### config.mk
export PLATFORM = sky130hd
export DESIGN_NAME = fetch_addr_gen
export DESIGN_NICKNAME = d
export VERILOG_FILES = /design/src/rtl/cpu_fetch_pkg.sv /design/src/rtl/fetch_redirect_buf.sv /design/src/rtl/fetch_addr_gen.sv
export SDC_FILE = /design/constraint.sdc
export NUM_CORES = 1
export LEC_CHECK = 0
export ABC_AREA = 0
export BUFFER_PORTS_ARGS = -buffer_cell sky130_fd_sc_hd__buf_2
export CORE_MARGIN = 2
export CORE_UTILIZATION = 30
export CTS_CLUSTER_DIAMETER = 150
export CTS_CLUSTER_SIZE = 8
export DETAILED_ROUTE_END_ITERATION = 10
export GPL_ROUTABILITY_DRIVEN = 0
export PLACE_DENSITY = 0.6
export SLEW_MARGIN = 15
export SYNTH_ARGS = -nofsm -noshare
export SYNTH_HDL_FRONTEND = slang
export SYNTH_SLANG_ARGS = --single-unit
export TNS_END_PERCENT = 50
### constraint.sdc
create_clock -name clk -period 3.61 [get_ports clk]
set_input_delay 0.361 -clock clk [delete_from_list [all_inputs] [get_ports clk]]
set_output_delay 0.361 -clock clk [all_outputs]
set_load 0.03 [all_outputs]
### src/rtl/cpu_fetch_pkg.sv
// Shared fetch-stage definitions: FSM state encoding, default address
// width and reset vector (also used by the decode stage), and a
// saturating increment helper for the optional statistics counters.
package cpu_fetch_pkg;

  localparam int          DEFAULT_ADDR_W     = 32;
  localparam logic [63:0] DEFAULT_RESET_ADDR = 64'h0;

  typedef enum logic {
    FETCH_RUN  = 1'b0,
    FETCH_MISS = 1'b1
  } fetch_state_e;

  function automatic logic [31:0] sat_inc32(input logic [31:0] value);
    return (value == 32'hFFFF_FFFF) ? value : value + 32'd1;
  endfunction

endpackage

### src/rtl/fetch_redirect_buf.sv
// Holds a branch redirect that arrived while an I-cache refill was in
// progress. A newer redirect overwrites an older one (latest wins); the
// buffer is emptied when the refill completes and the redirect is applied.
module fetch_redirect_buf
  import cpu_fetch_pkg::*;
#(
  parameter int ADDR_W = DEFAULT_ADDR_W
) (
  input  logic              clk,
  input  logic              rst,
  input  logic              capture,
  input  logic              clear,
  input  logic [ADDR_W-1:0] target_in,
  output logic              pending,
  output logic [ADDR_W-1:0] pend_target
);

  logic              pending_q, pending_d;
  logic [ADDR_W-1:0] target_q, target_d;

  // Capture overwrites any earlier redirect; clear drops the buffered one.
  always_comb begin
    pending_d = pending_q;
    target_d  = target_q;
    if (capture) begin
      pending_d = 1'b1;
      target_d  = target_in;
    end else if (clear) begin
      pending_d = 1'b0;
    end
  end

  // Buffer registers, fully reset so no X can leak into the PC.
  always_ff @(posedge clk) begin
    if (rst) begin
      pending_q <= 1'b0;
      target_q  <= '0;
    end else begin
      pending_q <= pending_d;
      target_q  <= target_d;
    end
  end

  assign pending     = pending_q;
  assign pend_target = target_q;

endmodule

### src/rtl/fetch_addr_gen.sv
// Fetch-address generator: registered PC stepping by STEP, stalling on
// I-cache miss or hazard stall, with buffered redirects during refills
// and a sticky miss watchdog.
// Optional statistics counters are built when FETCH_STATS_EN is defined.
module fetch_addr_gen
  import cpu_fetch_pkg::*;
#(
  parameter int                ADDR_W       = DEFAULT_ADDR_W,
  parameter int unsigned       STEP         = 1,
  parameter logic [ADDR_W-1:0] RESET_ADDR   = ADDR_W'(DEFAULT_RESET_ADDR),
  parameter int                MISS_TIMEOUT = 64
) (
  input  logic              clk,
  input  logic              rst,
  input  logic              hit,
  input  logic              stall,
  input  logic              PCSrc,
  input  logic [ADDR_W-1:0] adr_branch,
  output logic [ADDR_W-1:0] Ins_address,
  output logic [ADDR_W-1:0] Add_out,
  output logic              fetch_valid,
  output logic              redirect_pending,
`ifdef FETCH_STATS_EN
  output logic [31:0]       stat_stall_cycles,
  output logic [31:0]       stat_miss_cycles,
  output logic [31:0]       stat_redirects,
`endif
  output logic              miss_timeout
);

  localparam int         CNT_W  = $clog2(MISS_TIMEOUT + 1);
  localparam logic [CNT_W-1:0] CNT_MAX = CNT_W'(MISS_TIMEOUT);

  fetch_state_e      state_q, state_d;
  logic [ADDR_W-1:0] pc_q, pc_d;
  logic [CNT_W-1:0]  miss_cnt_q, miss_cnt_d;
  logic              miss_timeout_q, miss_timeout_d;
  logic              redirect_apply;
  logic              buf_pending;
  logic [ADDR_W-1:0] buf_target;

  assign Add_out = pc_q + ADDR_W'(STEP);

  // Redirects seen while the line is missing are parked until the refill ends.
  fetch_redirect_buf #(
    .ADDR_W(ADDR_W)
  ) u_redirect_buf (
    .clk        (clk),
    .rst        (rst),
    .capture    (PCSrc & ~hit),
    .clear      ((state_q == FETCH_MISS) & hit),
    .target_in  (adr_branch),
    .pending    (buf_pending),
    .pend_target(buf_target)
  );

  // Next PC, state and watchdog; a miss always wins over redirect and stall.
  always_comb begin
    state_d        = state_q;
    pc_d           = pc_q;
    miss_cnt_d     = miss_cnt_q;
    miss_timeout_d = miss_timeout_q;
    redirect_apply = 1'b0;
    case (state_q)
      FETCH_RUN: begin
        if (!hit) begin
          state_d    = FETCH_MISS;
          miss_cnt_d = CNT_W'(1);
        end else if (PCSrc) begin
          pc_d           = adr_branch;
          redirect_apply = 1'b1;
        end else if (!stall) begin
          pc_d = Add_out;
        end
      end
      FETCH_MISS: begin
        if (hit) begin
          state_d    = FETCH_RUN;
          miss_cnt_d = '0;
          if (PCSrc) begin
            pc_d           = adr_branch;
            redirect_apply = 1'b1;
          end else if (buf_pending) begin
            pc_d           = buf_target;
            redirect_apply = 1'b1;
          end else if (!stall) begin
            pc_d = Add_out;
          end
        end else if (miss_cnt_q != CNT_MAX) begin
          miss_cnt_d = miss_cnt_q + CNT_W'(1);
        end
      end
      default: state_d = FETCH_RUN;
    endcase
    if ((state_d == FETCH_MISS) && (miss_cnt_d == CNT_MAX)) begin
      miss_timeout_d = 1'b1;
    end
  end

  // Core fetch registers.
  always_ff @(posedge clk) begin
    if (rst) begin
      state_q        <= FETCH_RUN;
      pc_q           <= RESET_ADDR;
      miss_cnt_q     <= '0;
      miss_timeout_q <= 1'b0;
    end else begin
      state_q        <= state_d;
      pc_q           <= pc_d;
      miss_cnt_q     <= miss_cnt_d;
      miss_timeout_q <= miss_timeout_d;
    end
  end

  assign Ins_address      = pc_q;
  assign fetch_valid      = (state_q == FETCH_RUN) & hit & ~stall;
  assign redirect_pending = buf_pending;
  assign miss_timeout     = miss_timeout_q;

`ifdef FETCH_STATS_EN
  logic [31:0] stall_cnt_q, stall_cnt_d;
  logic [31:0] miss_cyc_q, miss_cyc_d;
  logic [31:0] redir_cnt_q, redir_cnt_d;

  // Saturating event counters for performance analysis.
  always_comb begin
    stall_cnt_d = stall_cnt_q;
    miss_cyc_d  = miss_cyc_q;
    redir_cnt_d = redir_cnt_q;
    if ((state_q == FETCH_RUN) && hit && stall) stall_cnt_d = sat_inc32(stall_cnt_q);
    if (state_q == FETCH_MISS) miss_cyc_d = sat_inc32(miss_cyc_q);
    if (redirect_apply) redir_cnt_d = sat_inc32(redir_cnt_q);
  end

  // Statistics registers.
  always_ff @(posedge clk) begin
    if (rst) begin
      stall_cnt_q <= '0;
      miss_cyc_q  <= '0;
      redir_cnt_q <= '0;
    end else begin
      stall_cnt_q <= stall_cnt_d;
      miss_cyc_q  <= miss_cyc_d;
      redir_cnt_q <= redir_cnt_d;
    end
  end

  assign stat_stall_cycles = stall_cnt_q;
  assign stat_miss_cycles  = miss_cyc_q;
  assign stat_redirects    = redir_cnt_q;
`endif

endmodule

Word level (Yosys, flattened, before mapping)
Index checks and enable logic that the tools add are counted.
Widths: inputs -> output; s select.
{ "op_classes": {"n_eq_ne": 4, "n_mux": 14, "addsub": 2, "n_bitwise": 7, "n_reduce_logical": 3} }
{ "ops": {"columns": ["op", "count"], "rows": [
  ["$mux 32", 6],
  ["$pmux 32 s2", 1],
  ["$add 32x1->32 const B", 1],
  ["$mux 7", 3],
  ["$pmux 7 s2", 1],
  ["$add 7x1->7 const B", 1],
  ["$eq 7x7->1 const B", 1],
  ["$ne 7x7->1 const B", 1],
  ["$and 1x1->1", 4],
  ["$ne 2x2->1 const B", 2],
  ["$mux 1", 3],
  ["$not 1->1", 3],
  ["$reduce_and 2->1", 1],
  ["$reduce_bool 2->1", 1],
  ["$logic_and 1x1->1", 1]
]} }
{ "word_totals": {"input_bits": 37, "reg_bits": 74} }

Depth between registers and ports, before layout
Gate-level depths: netlist of run 1.
{ "logic_depth": {"word_depth": 6, "depth_mapped": 7} }

Hierarchy
A second synthesis of run 1 with hierarchy kept.
{ "unflattened": {"cells_unflattened": 635, "area_unflattened_um2": 4874.7} }
{ "modules_own_cells": {"columns": ["module", "area_per_inst_um2", "instances", "seq_area_each_um2", "cells_each"], "rows": [
  ["fetch_addr_gen", 3669.8, 1, 820.8, 527],
  ["fetch_redirect_buf", 1204.9, 1, 660.6, 108]
]} }

Worst setup path after synthesis of run 1
Ideal clock, no wire load.
{ "synth_path": {"path_type": "register -> output", "startpoint": "register pc_q[9] (netlist: Ins_address[9])", "endpoint": "output port Add_out[26]", "arrival_time_ns": 2.420, "path_stages_with_launch": 8, "slack_ns": 0.829, "t_required_ns": 3.249, "n_path_buf": 2, "path_cell_list": "dfxtp_1 -> buf_2 -> and4_1 -> nand2_1 -> or4_1 -> clkbuf_1 -> nor4_1 -> xor2_1"} }
{ "synth_between": {"elab_chain_cells": 1} }
{ "synth_lines": {"columns": ["item", "line_no", "text"], "rows": [
  ["from (decl)", "fetch_addr_gen.sv:35", "logic [ADDR_W-1:0] pc_q, pc_d;"],
  ["from (signal assigned)", "fetch_addr_gen.sv:109", "pc_q <= pc_d;"],
  ["$add 32x1->32", "fetch_addr_gen.sv:42", "assign Add_out = pc_q + ADDR_W'(STEP);"],
  ["to (decl)", "fetch_addr_gen.sv:20", "output logic [ADDR_W-1:0] Add_out,"]
]} }
Every way passes these cells.

Worst setup path in the final report of run 1
{ "layout_path": {"startpoint": "register pc_q[8] (netlist: Ins_address[8])", "endpoint": "output port Add_out[23]"} }
The elaborated chain is that of the path after synthesis.

==> results of run 1 <==
==> power by group <==
part           switching [mW]  internal, mW
logic                   0.293         0.140
clock network           0.359         0.549
registers              0.0699         0.862
==> metrics by stage <==
stage          power (mW)  cells  instance area [um^2]  worst slack, ns  hold WS (ns)
2_1_floorplan        1.24    664                  4720            0.829         0.432
3_3_place_gp         1.38    932                  5340            0.956         0.439
3_5_place_dp         1.38    932                  5340            0.896         0.445
4_1_cts              2.28    947                  5630            0.526         0.262
5_1_grt              2.36    947                  5630            0.355         0.281
6_report             2.27    949                  5640            0.475         0.269
==> routing by layer <==
layer / routed length, um / vias to the layer above / GRT usage
met5: 0 / - / 0
met4: 312 / 0 / 0.0595
met3: 1070 / 24 / 0.0421
met2: 6770 / 189 / 0.272
met1: 7670 / 2268 / 0.284
li1: - / 2506 / -
==> sequential cells by signal, indices dropped and copies added (netlist names) <==
signal,count
miss_timeout,1
u_redirect_buf.pending,1
state_q,1
Ins_address,32
u_redirect_buf.pend_target,32
miss_cnt_q,7
==> cells in the final DEF, fill, tap and decap left out, drive strengths merged, types with 8 or more instances in the layout <==
master / count
dfxtp: 74
buf: 115
nand4: 13
a21oi: 66
clkbuf: 12
and3: 8
nor2: 45
nand2: 123
o21ai: 38
nor3: 16
xnor2: 20
xor2: 29
o22ai: 14
a211oi: 11
o211ai: 18
nand3: 30
inv: 15
==> final timing paths <==
kind | startpoint | endpoint | slack, ns | depth (start not counted)
worst max-delay path | Ins_address[8]$_SDFFE_PP0P_ | Add_out[23] | 0.47 | 6
worst min register to register | u_redirect_buf.pend_target[7]$_SDFFE_PP0P_ | u_redirect_buf.pend_target[7]$_SDFFE_PP0P_ | 0.45 | 2
worst max register to register | Ins_address[2]$_SDFFE_PP0P_ | Ins_address[29]$_SDFFE_PP0P_ | 1.15 | 5
worst min-delay path | adr_branch[2] | u_redirect_buf.pend_target[2]$_SDFFE_PP0P_ | 0.27 | 3
==> cell type report <==
cell class | count | area (um^2) | area share
Clock buffer | 12 | 246 | 0.0437
Multi-Input combinational cell | 517 | 2940 | 0.521
Inverter | 15 | 56.3 | 0.00999
Antenna cell | 2 | 5.00 | 0.000888
Tap cell | 211 | 264 | 0.0468
Clock inverter | 3 | 40.0 | 0.00710
Timing Repair Buffer | 115 | 606 | 0.107
Sequential cell | 74 | 1480 | 0.263
==> worst register-to-register path: stages (launching register included) <==
cell and delay (ns):
sky130_fd_sc_hd__dfxtp_1 0.52, sky130_fd_sc_hd__nand3_1 0.35, sky130_fd_sc_hd__nor4_2 0.93, sky130_fd_sc_hd__nand4_1 0.22, sky130_fd_sc_hd__xor2_1 0.22, sky130_fd_sc_hd__o22ai_1 0.08
==> kinds of logic after synthesis <==
| logic type | count (synthesis) |
|---|---|
| adders and majority gates | 3 |
| muxes | 4 |
| DFF | 74 |
| and+or+nand+nor | 280 |
| AOI/OAI and AO/OA | 181 |
| xor gates and xnor gates | 49 |
| buffers and inverters | 73 |
==> impl_metrics.toml, run 1 <==
[synthesis]
share_of_the_synthesized_netlist_area_taken_by_xor_and_xnor_gates = 0.0909
synth.mux.area_fraction = 0.00874
syn_area_um2 = 4720
syn-num-nets = 704
synth.distinct_cells = 57
synth_sequential_area_ratio = 0.314
post_synth_inst_count = 664
yosys-top-cells-count = "sky130_fd_sc_hd__nand2_1, sky130_fd_sc_hd__dfxtp_1, sky130_fd_sc_hd__a21oi_1, sky130_fd_sc_hd__nor2_1, sky130_fd_sc_hd__o21ai_0"
synth_simple_gate_area_share = 0.280
yosys.area.top_type = "sky130_fd_sc_hd__dfxtp_1"
ys_seq_elements = 74
synth_enable_flop_cells = 0
synth_compound_area_frac = 0.234
dominant_cells_by_area_after_synthesis = "sky130_fd_sc_hd__dfxtp_1, sky130_fd_sc_hd__nand2_1, sky130_fd_sc_hd__a21oi_1"
yosys_warnings = 0
largest_family_of_logic_cells_by_synthesized_area = "simple AND/OR/NAND/NOR gates"
yosys.cell_count.top_type = "sky130_fd_sc_hd__nand2_1"
yosys.area_share.adder = 0.00795
synth-main-ff-cell = "sky130_fd_sc_hd__dfxtp_1"
post_synth.cell_area_avg_um2 = 7.11
yosysTopAreaCellShare = 0.314
asyncSetResetFlopFracSynth = 0

[sta]
final.min_clock_period_ns = 3.14
setup-violations-final = 0
slew-limit-headroom = 0.362
fmaxAchievable_ghz = 0.319
fin_setup_tns_ns = 0
setup_repair_after_global_routing_missed_its_margin = "no"
final_period_utilization = 0.868
fin_skew_ns = 0.00431
report.final.slew_viol_count = 0
timing_hold_violations_final = 0
max_slew.worst_pin.slew_ns = 0.949

[die]
die_width_um = 129
io-pin-count = 104
initial_core_util = 0.308
die-height_um = 129
core_area_um2 = 15300
die-area_um2 = 16800
num_rows = 45

[cts]
clk_path_buf_depth = 2
clock_insertion_delay_worst_skew_ns = 0.34
htree_levels = 3
cts-root-buf = "sky130_fd_sc_hd__clkbuf_16"
cts_resized = 0
numCtsBuffers = 9
cts.clk_slew.worst_paths_ns = 0.06
cts_num_sinks = 74
post_cts.repair.setup_buffers = 0
tritoncts = "built"
hold_buffers = 0

[setup_path]
worstSetupPathType = "flip-flop to output port"
endpoint_kind = "output port"
crit_path_cell_trace = "nand4_1 -> or4_1 -> nor3_2 -> nand2_1 -> xnor2_1 -> buf_2"
worstPathBufferInverterCount = 1
crit_slowest_cell = "sky130_fd_sc_hd__or4_1"
setup.worst_path.start_class = "flip-flop"
crit_path_max_fanout = 10
critPathRequiredTime_ns = 3.25
max_stage_delay_ns = 0.65
worst_ep_arrival_time_ns = 2.77
critical_path.top_delay_family = "simple AND/OR/NAND/NOR gates"

[finish]
fillCellCount = 1691
layout.core_utilization = 0.368
drive_above_1_share = 0.192
flow.area_growth_from_synthesis_pct = 19.3
final_net_count = 772

[detailed_routing]
route.detailed.vias_per_inst = 5.26
route.detailed.wl_per_inst_um = 16.7
dr_total_vias = 4987
drt_iter0_drc = 620
ant_nets = 0
first_pass_iters = 5
routed_wire_length_um = 15800
drc = 0

[global_route]
vias_in_the_first_global_route = 4353
antenna_violations_before_repair = 1
first_pass_grt_wire_length_um = 24800
track_usage = 0.191
globalRoute.totalOverflow = 0
grt_max_degree = 47

[run_status]
outcome = "complete, no violations"

[pwr]
power.ir.vdd_worst_mv = 0.233
power.density_nw_per_um2 = 403
leakage_power_summed_over_all_cells_nw = 2.17

[worst_hold_path]
worstHoldPathType = "input port to flip-flop"

[job]
drv_cap = 0

[placed_design]
buffer_ports.inserted = 103
detailed_placement_wirelength_estimate_um = 11500
Power figures use the tool's default switching activity.
==> run 2: changes to the inputs <==
--- a/config.mk
+++ b/config.mk
@@ -13,7 +13,8 @@
 export CTS_CLUSTER_SIZE = 8
 export DETAILED_ROUTE_END_ITERATION = 10
 export GPL_ROUTABILITY_DRIVEN = 0
-export PLACE_DENSITY = 0.6
+export PLACE_DENSITY_LB_ADDON = 0.15
+export RECOVER_POWER = 100
 export SLEW_MARGIN = 15
 export SYNTH_ARGS = -nofsm -noshare
 export SYNTH_HDL_FRONTEND = slang
==> run 2 against run 1 <==
The run now ends with max-capacitance violations, max-slew violations left. Total power rose by 1.5%. Register-to-register slack got worse by 0.54 ns. First-iteration DRC count fell by 2.4%. Hold slack improved by 0.0017 ns. Sequential share of layout area rose by 0.46 points. Global-route usage rose by 1.6 points. Wire length rose by 9.6%. Combinational power fell by 2%. Core utilization fell by 0.63 points. Clock power rose by 4.2%. Critical endpoint is now Add_out[21]. Largest cell class unchanged.
==> impl_metrics.toml, run 2 (synthesis results as in run 1) <==
[cts]
clock_insertion_delay_worst_skew_ns = 0.34
htree_levels = 3
hold_buffers = 0
cts_resized = 0
numCtsBuffers = 9
cts_num_sinks = 74
post_cts.repair.setup_buffers = 0
cts.clk_slew.worst_paths_ns = 0.06
cts-root-buf = "sky130_fd_sc_hd__clkbuf_16"
tritoncts = "built"
clk_path_buf_depth = 2

[run_status]
outcome = "finished, violations left"
failed_checks = "max-capacitance violations, max-slew violations"

[die]
die-height_um = 129
io-pin-count = 104
initial_core_util = 0.308
core_area_um2 = 15300
die-area_um2 = 16800
die_width_um = 129
num_rows = 45

[detailed_routing]
route.detailed.vias_per_inst = 5.40
first_pass_iters = 7
route.detailed.wl_per_inst_um = 18.3
drc = 0
dr_total_vias = 5109
drt_iter0_drc = 605
routed_wire_length_um = 17300
ant_nets = 0

[sta]
final_period_utilization = 0.886
max_slew.worst_pin.slew_ns = 2.00
setup-violations-final = 0
slew-limit-headroom = -0.332
fin_setup_tns_ns = 0
fin_skew_ns = 0.00865
final.min_clock_period_ns = 3.20
setup_repair_after_global_routing_missed_its_margin = "no"
timing_hold_violations_final = 0
fmaxAchievable_ghz = 0.313
report.final.slew_viol_count = 55

[setup_path]
timing.reg2reg.setup_slack_ns = 0.61
endpoint_kind = "output port"
worst_ep_arrival_time_ns = 2.84
worstSetupPathType = "flip-flop to output port"
rr_startpoint = "Ins_address[3]$_SDFFE_PP0P_"
crit_path_max_fanout = 10
reg2reg_depth = 5
setup.worst_path.start_class = "flip-flop"
rr_endpoint = "Ins_address[27]$_SDFFE_PP0P_"
critical_path.startpoint = "Ins_address[8]$_SDFFE_PP0P_"
critPathRequiredTime_ns = 3.25

[placed_design]
detailed_placement_wirelength_estimate_um = 12400
buffer_ports.inserted = 103

[finish]
mostFrequentLayoutCell = "sky130_fd_sc_hd__nand2_1"
final_net_count = 771
layout.core_utilization = 0.362
final_cell_mix = "sky130_fd_sc_hd__nand2_1, sky130_fd_sc_hd__dfxtp_1, sky130_fd_sc_hd__clkbuf_1"
flow.area_growth_from_synthesis_pct = 17.3
n_antenna_cell = 0
fillCellCount = 1732
drive_above_1_share = 0.0952

[pwr]
leakage_power_summed_over_all_cells_nw = 1.91
power.density_nw_per_um2 = 416
power.ir.vdd_worst_mv = 0.199

[global_route]
antenna_violations_before_repair = 1
vias_in_the_first_global_route = 4607
track_usage = 0.207
globalRoute.totalOverflow = 0
first_pass_grt_wire_length_um = 26600
grt_max_degree = 44

[worst_hold_path]
min_from = "adr_branch[5]"
worstHoldPathCells = 3
hold_end = "u_redirect_buf.pend_target[5]$_SDFFE_PP0P_"
worstHoldPathType = "input port to flip-flop"

[job]
drv_cap = 2
[run 2: cell count changes in the layout (fill, tap and decap cells not counted), moves of 2 or more]
cell / delta
sky130_fd_sc_hd__diode_2: -2
sky130_fd_sc_hd__clkbuf_1: +68
sky130_fd_sc_hd__and2_1: -2
sky130_fd_sc_hd__and2_0: +2
sky130_fd_sc_hd__buf_2: -66
sky130_fd_sc_hd__clkbuf_8: +2
sky130_fd_sc_hd__buf_4: -5
[run 2: through the flow]
| step | power, mW | hold WS, ns | setup slack, ns | cells | area, um^2 |
|---|---|---|---|---|---|
| 2_1_floorplan | 1.24 | 0.432 | 0.829 | 664 | 4720 |
| 3_3_place_gp | 1.38 | 0.439 | 0.955 | 931 | 5340 |
| 3_5_place_dp | 1.39 | 0.445 | 0.885 | 931 | 5340 |
| 4_1_cts | 2.34 | 0.259 | 0.513 | 946 | 5640 |
| 5_1_grt | 2.41 | 0.283 | 0.162 | 946 | 5540 |
| 6_report | 2.31 | 0.271 | 0.411 | 946 | 5540 |
[run 2: critical path, stage by stage, from the launching register on]
cell	delay [ns]
sky130_fd_sc_hd__dfxtp_1	0.54
sky130_fd_sc_hd__nand4_1	0.31
sky130_fd_sc_hd__or4_1	0.64
sky130_fd_sc_hd__nor3_2	0.36
sky130_fd_sc_hd__nand3_1	0.15
sky130_fd_sc_hd__xnor2_1	0.16
sky130_fd_sc_hd__clkbuf_1	0.33
[run 2: power by group]
group	internal [mW]	switching [mW]
Clock	0.588	0.358
Combinational	0.124	0.302
Sequential	0.862	0.0734
[run 2: how the worst max path moves through the flow]
stage	endpoint	slack [ns]	cells past startpoint
after detailed placement	Add_out[21]	0.88	6
after global routing	u_redirect_buf.pend_target[19]$_SDFFE_PP0P_	0.16	7
after global placement	Add_out[21]	0.96	6
after floorplan	Add_out[26]	0.83	7
final	Add_out[21]	0.41	6
after CTS	Add_out[21]	0.51	6
[run 2: layer usage]
layer,up-vias,track usage,part of all wire
met2,164,0.302,0.44
li1,2481,-,-
met1,2449,0.306,0.48
met3,15,0.0413,0.067
met5,-,0,0
met4,0,0.0626,0.015
[run 2: layout make-up]
type,instances,area (um^2),share of cell area
clock buffers,13,270,0.0488
clock inverters,2,35.0,0.00632
inverters,15,56.3,0.0102
multi-input cells,517,2930,0.529
flip-flops and latches,74,1480,0.267
well taps,211,264,0.0477
repair buffers,114,502,0.0906
==> run 3: changes to the inputs <==
==> constraint.sdc (replaced) <==
create_clock -name clk -period 3.61 [get_ports clk]
set_input_delay 0.361 -clock clk [delete_from_list [all_inputs] [get_ports clk]]
set_output_delay 0.361 -clock clk [all_outputs]
set_load 0.02 [all_outputs]
==> run 3 against run 2 <==
The flow still finishes with violations (max-capacitance violations, max-slew violations). Global-route usage is 0.074 points lower. Sequential share of layout area is 0.054 points higher. Largest cell class unchanged. Via count is 1.3% lower.
==> impl_metrics.toml, run 3 (synthesis results as in run 1) <==
[run_status]
outcome = "finished, violations left"
failed_checks = "max-capacitance violations, max-slew violations"

[detailed_routing]
ant_nets = 0
route.detailed.vias_per_inst = 5.32
routed_wire_length_um = 17200
drc = 0
dr_total_vias = 5044
first_pass_iters = 5
route.detailed.wl_per_inst_um = 18.1
drt_iter0_drc = 477

[sta]
setup_repair_after_global_routing_missed_its_margin = "no"
fin_setup_tns_ns = 0
final_critical_path_setup_slack_ns = 0.486
slew-limit-headroom = -0.486
fmaxAchievable_ghz = 0.320
timing_hold_violations_final = 0
report.final.slew_viol_count = 46
setup-violations-final = 0
final_period_utilization = 0.865
max_slew.worst_pin.slew_ns = 2.23
final.min_clock_period_ns = 3.12
fin_skew_ns = 0.0102

[cts]
clk_path_buf_depth = 2
hold_buffers = 0
numCtsBuffers = 9
post_cts.repair.setup_buffers = 0
htree_levels = 3
clock_insertion_delay_worst_skew_ns = 0.34
tritoncts = "built"
cts.clk_slew.worst_paths_ns = 0.06
cts_num_sinks = 74
cts_resized = 0
cts-root-buf = "sky130_fd_sc_hd__clkbuf_16"

[setup_path]
rr_endpoint = "Ins_address[9]$_SDFFE_PP0P_"
crit_path_cell_trace = "ha_1 -> nand4_1 -> or2_0 -> or2_0 -> nor3_1 -> xor2_1 -> clkbuf_1"
setup.worst_path.start_class = "flip-flop"
rr_startpoint = "state_q$_SDFF_PP0_"
critical_path.startpoint = "Ins_address[0]$_SDFFE_PP0P_"
crit_path_max_fanout = 8
endpoint_kind = "output port"
worst_ep_arrival_time_ns = 2.76
max_stage_delay_ns = 0.48
critPathRequiredTime_ns = 3.25
timing.reg2reg.setup_slack_ns = 0.65
crit_slowest_cell = "sky130_fd_sc_hd__dfxtp_1"
cp_common_cell = "sky130_fd_sc_hd__or2_0"
reg2reg_depth = 7
worstSetupPathType = "flip-flop to output port"

[worst_hold_path]
worstHoldPathType = "input port to flip-flop"
min_from = "adr_branch[28]"
hold_end = "u_redirect_buf.pend_target[28]$_SDFFE_PP0P_"
worstHoldPathCells = 3

[placed_design]
placed_cells = 932
detailed_placement_wirelength_estimate_um = 12200
buffer_ports.inserted = 103
dp_slack_ns = 0.962

[global_route]
antenna_violations_before_repair = 0
first_pass_grt_wire_length_um = 26400
globalRoute.totalOverflow = 0
track_usage = 0.206
grt_max_degree = 62
vias_in_the_first_global_route = 4638

[finish]
drive_above_1_share = 0.0977
final_net_count = 772
finish.cell_count_without_fillers = 948
fillCellCount = 1724
n_antenna_cell = 0
mostFrequentLayoutCell = "sky130_fd_sc_hd__nand2_1"
final_cell_mix = "sky130_fd_sc_hd__nand2_1, sky130_fd_sc_hd__dfxtp_1, sky130_fd_sc_hd__clkbuf_1"
area_taken_by_multi_input_logic_gates_um2 = 2930
layout.core_utilization = 0.361
regArea_um2 = 1480
flow.area_growth_from_synthesis_pct = 17.0

[die]
die-area_um2 = 16800
num_rows = 45
die_width_um = 129
die-height_um = 129
core_area_um2 = 15300
io-pin-count = 104
initial_core_util = 0.308

[pwr]
power.ir.vdd_worst_mv = 0.184
power.density_nw_per_um2 = 400
leakage_power_summed_over_all_cells_nw = 1.90

[job]
drv_cap = 1
-- run 3: worst max path at each step --
stage                  endpoint  depth (start not counted)  slack, ns
finish              Add_out[30]                          7       0.49
global route        Add_out[30]                          7       0.29
CTS                 Add_out[21]                          6       0.57
detailed placement  Add_out[21]                          6       0.96
global placement    Add_out[21]                          6       0.99
floorplan           Add_out[30]                          7       1.05
-- run 3: metrics by stage --
step | instance area (um^2) | total power, mW | hold slack (ns)
2_1_floorplan | 4720 | 1.20 | 0.432
3_3_place_gp | 5340 | 1.34 | 0.440
3_5_place_dp | 5340 | 1.35 | 0.436
4_1_cts | 5630 | 2.23 | 0.263
5_1_grt | 5530 | 2.30 | 0.278
6_report | 5530 | 2.21 | 0.270
-- run 3: critical path: cells and delay by family (launching register included) --
kind / cells / cell delay [ns]
AND/OR/NAND/NOR: 4 / 1.25
XOR/XNOR: 1 / 0.18
adder cells (fa/ha/maj): 1 / 0.28
flip-flops: 1 / 0.48
buffers and inverters: 1 / 0.24
-- run 3: routing by layer --
| metal | vias to the layer above | share of wire | global-route usage |
|---|---|---|---|
| met2 | 165 | 0.43 | 0.306 |
| li1 | 2491 | - | - |
| met4 | 0 | 0.022 | 0.0753 |
| met5 | - | 0 | 0 |
| met3 | 27 | 0.061 | 0.0388 |
| met1 | 2361 | 0.48 | 0.297 |
-- run 3: cell type report --
class / instances / share of cell area
Timing Repair Buffer: 115 / 0.0928
Sequential cell: 74 / 0.268
Clock buffer: 15 / 0.0502
Clock inverter: 1 / 0.00136
Multi-Input combinational cell: 517 / 0.530
Tap cell: 211 / 0.0478
Inverter: 15 / 0.0102
-- run 3: report_power, final --
group | internal [mW] | switching (mW)
combinational | 0.125 | 0.260
clock | 0.524 | 0.368
sequential | 0.862 | 0.0708
